--- src/rtl/ets_pkg.sv ---
// Shared types for the ETS capture sequencer: FSM states and one-hot write-buffer ID decode.
package ets_pkg;

   typedef enum logic [2:0] {
      IDLE,
      ARM,
      CAPTURE,
      NEXT,
      HANDOFF,
      RELEASE
   } state_e;

   localparam logic [2:0] BUF0 = 3'b001;
   localparam logic [2:0] BUF1 = 3'b010;
   localparam logic [2:0] BUF2 = 3'b100;

   typedef struct packed {
      logic       valid;
      logic [1:0] idx;
   } buf_idx_t;

   // Map a one-hot buffer ID to its index; valid drops for any non-one-hot code.
   function automatic buf_idx_t onehot_to_idx(input logic [2:0] id);
      buf_idx_t r;
      r.valid = 1'b1;
      r.idx   = 2'd0;
      case (id)
         BUF0:    r.idx = 2'd0;
         BUF1:    r.idx = 2'd1;
         BUF2:    r.idx = 2'd2;
         default: r.valid = 1'b0;
      endcase
      return r;
   endfunction

endpackage

--- src/rtl/ets_addr_gen.sv ---
// Sample/phase counters and interleaved write address: idx*SAMPLES*PHASES + k*PHASES + phase.
module ets_addr_gen #(
   parameter int unsigned SAMPLES = 64,
   parameter int unsigned PHASES  = 16,
   parameter int unsigned ADDR_W  = 12
) (
   input  logic                       clk,
   input  logic                       reset,
   input  logic                       idx_load_i,
   input  logic [1:0]                 idx_i,
   input  logic                       k_inc_i,
   input  logic                       phase_inc_i,
   input  logic                       phase_clr_i,
   output logic                       k_last_o,
   output logic                       phase_last_o,
   output logic [$clog2(PHASES)-1:0]  phase_o,
   output logic [ADDR_W-1:0]          addr_o
);

   localparam int unsigned KW = $clog2(SAMPLES);
   localparam int unsigned PW = $clog2(PHASES);

   logic [KW-1:0]     k_q, k_d;
   logic [PW-1:0]     phase_q, phase_d;
   logic [1:0]        idx_q, idx_d;
   logic [ADDR_W-1:0] addr_q, addr_d;

   assign k_last_o     = (k_q == KW'(SAMPLES - 1));
   assign phase_last_o = (phase_q == PW'(PHASES - 1));
   assign phase_o      = phase_q;
   assign addr_o       = addr_q;

   // Address is precomputed from the next counter values so it is registered when used.
   always_comb begin
      k_d     = k_q;
      phase_d = phase_q;
      idx_d   = idx_q;
      if (idx_load_i) idx_d = idx_i;
      if (k_inc_i) k_d = k_last_o ? '0 : k_q + KW'(1);
      if (phase_clr_i) phase_d = '0;
      else if (phase_inc_i) phase_d = phase_q + PW'(1);
      addr_d = ADDR_W'(idx_d) * ADDR_W'(SAMPLES * PHASES)
             + ADDR_W'(k_d) * ADDR_W'(PHASES)
             + ADDR_W'(phase_d);
   end

   always_ff @(posedge clk or posedge reset) begin
      if (reset) begin
         k_q     <= '0;
         phase_q <= '0;
         idx_q   <= '0;
         addr_q  <= '0;
      end else begin
         k_q     <= k_d;
         phase_q <= phase_d;
         idx_q   <= idx_d;
         addr_q  <= addr_d;
      end
   end

endmodule

--- src/rtl/ets_capture_sequencer.sv ---
// ETS frame capture sequencer: phase-stepped trigger-aligned bursts into the triple buffer.
// Optional trigger-wait timeout is built when ETS_TRIG_TIMEOUT_EN is defined.
module ets_capture_sequencer
   import ets_pkg::*;
#(
   parameter int unsigned SAMPLES        = 64,
   parameter int unsigned PHASES         = 16,
   parameter int unsigned ADDR_W         = 12,
   parameter int unsigned TIMEOUT_CYCLES = 65535
) (
   input  logic                       clk,
   input  logic                       reset,
   input  logic                       start,
   input  logic                       trigger,
   input  logic                       sample_valid,
   input  logic [2:0]                 w_buffer_id,
   input  logic                       w_frame_ready,
   output logic                       w_request,
   output logic                       wr_en,
   output logic [ADDR_W-1:0]          wr_addr,
   output logic [$clog2(PHASES)-1:0]  phase,
   output logic                       busy,
   output logic                       frame_done,
   output logic                       id_error
`ifdef ETS_TRIG_TIMEOUT_EN
   ,output logic                      trig_timeout
`endif
);

   if ((64'd1 << ADDR_W) < 64'(3 * SAMPLES * PHASES) || SAMPLES < 2 || PHASES < 2
       || (PHASES & (PHASES - 1)) != 0 || TIMEOUT_CYCLES == 0) begin : g_bad_cfg
      $error("ets_capture_sequencer: illegal parameter set");
   end

   state_e   state_q;
   logic     idx_ok_q;
   buf_idx_t id_dec;
   logic     id_sample;
   logic     k_last;
   logic     phase_last;
   logic     phase_inc;
   logic     phase_clr;
   logic     tmo_hit;

   assign id_dec    = onehot_to_idx(w_buffer_id);
   assign wr_en     = (state_q == CAPTURE) && sample_valid;
   // Buffer ID is sampled on entry to ARM and re-sampled every ARM cycle until it decodes.
   assign id_sample = ((state_q == IDLE) && start)
                   || ((state_q == ARM) && !idx_ok_q)
                   || ((state_q == RELEASE) && !w_frame_ready);
   assign phase_inc = (state_q == NEXT) && !phase_last;
   assign phase_clr = (state_q == RELEASE) && !w_frame_ready;

`ifdef ETS_TRIG_TIMEOUT_EN
   logic [31:0] tmo_cnt_q;

   assign tmo_hit = (state_q == ARM) && idx_ok_q && !trigger
                 && (tmo_cnt_q == 32'(TIMEOUT_CYCLES - 1));

   always_ff @(posedge clk or posedge reset) begin
      if (reset) begin
         tmo_cnt_q    <= '0;
         trig_timeout <= 1'b0;
      end else begin
         if ((state_q == ARM) && idx_ok_q && !trigger && !tmo_hit) tmo_cnt_q <= tmo_cnt_q + 32'd1;
         else tmo_cnt_q <= '0;
         if (tmo_hit) trig_timeout <= 1'b1;
         else if ((state_q == IDLE) && !start) trig_timeout <= 1'b0;
      end
   end
`else
   assign tmo_hit = 1'b0;
`endif

   ets_addr_gen #(
      .SAMPLES (SAMPLES),
      .PHASES  (PHASES),
      .ADDR_W  (ADDR_W)
   ) u_addr_gen (
      .clk          (clk),
      .reset        (reset),
      .idx_load_i   (id_sample && id_dec.valid),
      .idx_i        (id_dec.idx),
      .k_inc_i      (wr_en),
      .phase_inc_i  (phase_inc),
      .phase_clr_i  (phase_clr),
      .k_last_o     (k_last),
      .phase_last_o (phase_last),
      .phase_o      (phase),
      .addr_o       (wr_addr)
   );

   always_ff @(posedge clk or posedge reset) begin
      if (reset) begin
         state_q    <= IDLE;
         idx_ok_q   <= 1'b0;
         w_request  <= 1'b0;
         busy       <= 1'b0;
         frame_done <= 1'b0;
         id_error   <= 1'b0;
      end else begin
         frame_done <= 1'b0;
         if (id_sample) begin
            idx_ok_q <= id_dec.valid;
            if (!id_dec.valid) id_error <= 1'b1;
         end
         case (state_q)
            IDLE: begin
               if (start) begin
                  state_q <= ARM;
                  busy    <= 1'b1;
               end
            end
            ARM: begin
               if (idx_ok_q && trigger) state_q <= CAPTURE;
               else if (tmo_hit) state_q <= NEXT;
            end
            CAPTURE: begin
               if (wr_en && k_last) state_q <= NEXT;
            end
            NEXT: begin
               if (phase_last) begin
                  state_q   <= HANDOFF;
                  w_request <= 1'b1;
               end else begin
                  state_q <= ARM;
               end
            end
            HANDOFF: begin
               if (w_frame_ready) begin
                  state_q   <= RELEASE;
                  w_request <= 1'b0;
               end
            end
            RELEASE: begin
               if (!w_frame_ready) begin
                  frame_done <= 1'b1;
                  state_q    <= start ? ARM : IDLE;
                  busy       <= start;
               end
            end
            default: begin
               state_q   <= IDLE;
               busy      <= 1'b0;
               w_request <= 1'b0;
            end
         endcase
      end
   end

endmodule

--- config.mk ---
export PLATFORM = sky130hd
export DESIGN_NAME = ets_capture_sequencer
export DESIGN_NICKNAME = d
export VERILOG_FILES = /design/src/rtl/ets_pkg.sv /design/src/rtl/ets_addr_gen.sv /design/src/rtl/ets_capture_sequencer.sv
export SDC_FILE = /design/constraint.sdc
export NUM_CORES = 1
export LEC_CHECK = 0
export CORE_MARGIN = 3
export CORE_UTILIZATION = 39
export CTS_CLUSTER_SIZE = 30
export DETAILED_ROUTE_END_ITERATION = 10
export PLACE_DENSITY_LB_ADDON = 0.3
export SLEW_MARGIN = 20
export SYNTH_ARGS = -nofsm -noshare
export SYNTH_HDL_FRONTEND = slang
export SYNTH_SLANG_ARGS = --single-unit
--- constraint.sdc ---
create_clock -name clk -period 1.8 [get_ports clk]
set_clock_uncertainty 0.1 [all_clocks]
set_input_delay 0.45 -clock clk [delete_from_list [all_inputs] [get_ports clk]]
set_output_delay 0.45 -clock clk [all_outputs]
set_load 0.01 [all_outputs]
==> results.txt <==
Worst path slowest cell - clkdlybuf4s50_1
Clock Tree Buf Depth - 2
Avg WL per Cell - 12.8 um
Antenna Nets Post-Route - 0
drt first pass iters - 4
critical path class - reg -> out
Chip Height - 59.5 um
1st-iter DRT viols - 23
yosys warns - 0
nets - 174
Critical Path Fanout Max - 2
I/O Pins - 30
Post-Synthesis Cell Area - 1120 sq um
grt ovf - 0
synth top area cells - dfrtp_1, nor2_1, xnor2_1
critical path arrival - 1.20 ns
Net Sw Frac - 0.366
RD Place Congestion - 0.842
Largest delay share family, worst path - buffers and inverters
PD cells - 1390 nW/um^2
worst hold slack - 0.361 ns
final core occ - 0.635
Final HPWL DP - 1770 um
Max-slew headroom - 0.835
Hold Buf Count CTS - 0
CTS H-tree depth - 1
Area growth, synth to finish - 47.3%
Top FF cell, synth - dfrtp_1
FMAX - 0.570 GHz
vias - 1021
Worst Hold Class - in -> async
row count - 18
Synth cell types - 35
Worst VDD drop - 0.00105 V
Yosys top cell area share - 0.448
endpoints failing hold - 0
initial antenna violation count - 0
area leader, netlist - dfrtp_1
vias per cell - 5.32
Period Utilization, post-route - 0.974
EDFF count, synth - 0
CP Capture Type - output pin
FILL cells - 225
CP required - 1.25 ns
combinational power share - 0.537
most frequent cell after synthesis - dfrtp_1
synthesized flop and latch total - 20
final count of negative-setup-slack endpoints - 0
syn avg cell area - 9.88 sq um
Internal Pwr Total - 1.45 mW
share of layout cells above drive strength 1 - 0.259
Worst-Skew Late Latency - 0.30 ns
Crit path buffers/inverters - 1
Net Sw Power - 837 uW
Max Slew Vio Count - 0
Die ar. - 3540 sq um
final WL - 2470 um
core area - 2590 sq um
die span in x - 59.5 um
I/O Buffers - 29
Synth top cells by count - dfrtp_1, nor2_1, nand2_1, o21ai_1, a21oi_1
DRC Markers - 0
Initial Utilization - 0.431
Mapped Nets - 124
Mapped Cells - 113
Clk pwr share - 0.160
GRT Util Overall - 0.154
clk slew on worst S/H paths - 0.12 ns
CP max stage delay - 0.53 ns
clk sinks - 20
Setup crit start kind - flip-flop
status - finished clean
largest net degree at the start of global routing - 21
CTS tree - done
leakage - 0.897 nW
total CTS buffers - 3
# Max-Cap Violations - 0
root buf cell - clkbuf_4
Ant. Diodes - 0
crit-path cells - clkdlybuf4s50_1
Seq/Total Area, Yosys - 0.448
Async S/R FF share, synth - 1.00
RSZ-0062 raised after global routing - no
worst slew pin tran - 0.245 ns
first-pass GRT wire length - 4130 um
vias in the first global route - 972
sequential share of power - 0.304
minimum clock period - 1.75 ns
-- power groups by stage --
| stage | logic [mW] | clock network, mW | registers, mW |
|---|---|---|---|
| 3_5_place_dp | 1.10 | 0 | 0.760 |
| 6_report | 1.23 | 0.364 | 0.693 |
| 3_3_place_gp | 1.09 | 0 | 0.753 |
| 5_1_grt | 1.35 | 0.387 | 0.718 |
| 4_1_cts | 1.25 | 0.375 | 0.698 |
| 2_1_floorplan | 0.666 | 0 | 0.781 |
-- path summary, 6_finish.rpt --
path | slack, ns | endpoint | start | cells past startpoint
worst max-delay path | 0.05 | wr_addr[5] | u_addr_gen.k_q[1] | 1
worst min-delay path | 0.36 | frame_done | reset | 3
worst max register to register | 0.15 | u_addr_gen.addr_o[3] | u_addr_gen.phase_o[0] | 6
worst min register to register | 0.37 | id_error | id_error | 1
max in group asynchronous | 1.00 | u_addr_gen.phase_o[2] | reset | 3
min in group clk | 0.37 | id_error | id_error | 1
-- what timing repair did --
item / 4_1_cts / 5_1_grt
gates resized for setup: 14 / 12
hold endpoints to repair: 0 / 0
buffers inserted: 10 / 0
pin swaps: 1 / 0
endpoints found under the setup margin: 16 / 12
-- metrics by stage --
step	cells	TNS [ns]	total power, mW	setup slack, ns	instance area, sq um
CTS	192	0	2.33	0.00142	1610
floorplan	113	0	1.45	0.310	1120
detailed placement	178	-0.656	1.86	-0.488	1490
global route	192	0	2.45	0.00453	1640
global placement	178	-0.563	1.84	-0.494	1490
finish	192	0	2.28	0.0469	1640
-- final cells by class --
cell class | count | area (sq um) | share of cell area
Clock buffer | 3 | 22.5 | 0.0137
Clock inverter | 1 | 30.0 | 0.0183
Inverter | 5 | 18.8 | 0.0114
Multi-Input combinational cell | 82 | 553 | 0.336
Sequential cell | 20 | 503 | 0.306
Tap cell | 30 | 37.5 | 0.0228
Timing Repair Buffer | 51 | 479 | 0.291
-- per-layer routing --
| metal | global-route usage | vias to the layer above | share of wire |
|---|---|---|---|
| met1 | 0.199 | 494 | 0.48 |
| met2 | 0.248 | 26 | 0.46 |
| met4 | 0.0665 | 0 | 0.016 |
| li1 | - | 496 | - |
| met3 | 0.0305 | 5 | 0.045 |
| met5 | 0 | - | 0 |
-- cells by family after synthesis --
| logic type | after synthesis | synth area share |
|---|---|---|
| AND/OR/NAND/NOR | 41 | 0.219 |
| AO/OA/AOI/OAI | 33 | 0.203 |
| flip-flops | 20 | 0.448 |
| buffers and inverters | 11 | 0.0605 |
| XOR/XNOR | 6 | 0.0471 |
| adder cells (fa/ha/maj) | 2 | 0.0224 |
-- cell usage in the layout, fill, tap and decap left out, types with 2 or more instances in the layout --
cell	count
nand2b_4	2
a31o_1	2
nand4_1	3
buf_4	22
ha_1	2
a21oi_1	7
dlymetal6s2s_1	12
clkdlybuf4s50_1	10
a21o_1	2
nor2_1	13
o21ai_1	8
nand2b_1	2
clkbuf_4	3
inv_2	3
nand3_1	4
dfrtp_2	2
dlygate4sd2_1	6
o21ai_0	4
xnor2_1	5
inv_1	2
dfrtp_1	18
and3_1	3
nand2_1	8
a31oi_1	2
-- state kept, by name, summed over array words and instances, names as in the netlist --
name	count
u_addr_gen.k_q	5
state_q	3
u_addr_gen.addr_o	3
u_addr_gen.phase_o	3
busy	1
frame_done	1
id_error	1
idx_ok_q	1
u_addr_gen.idx_q	1
w_request	1
No activity file was read; power rests on OpenSTA's default activity.
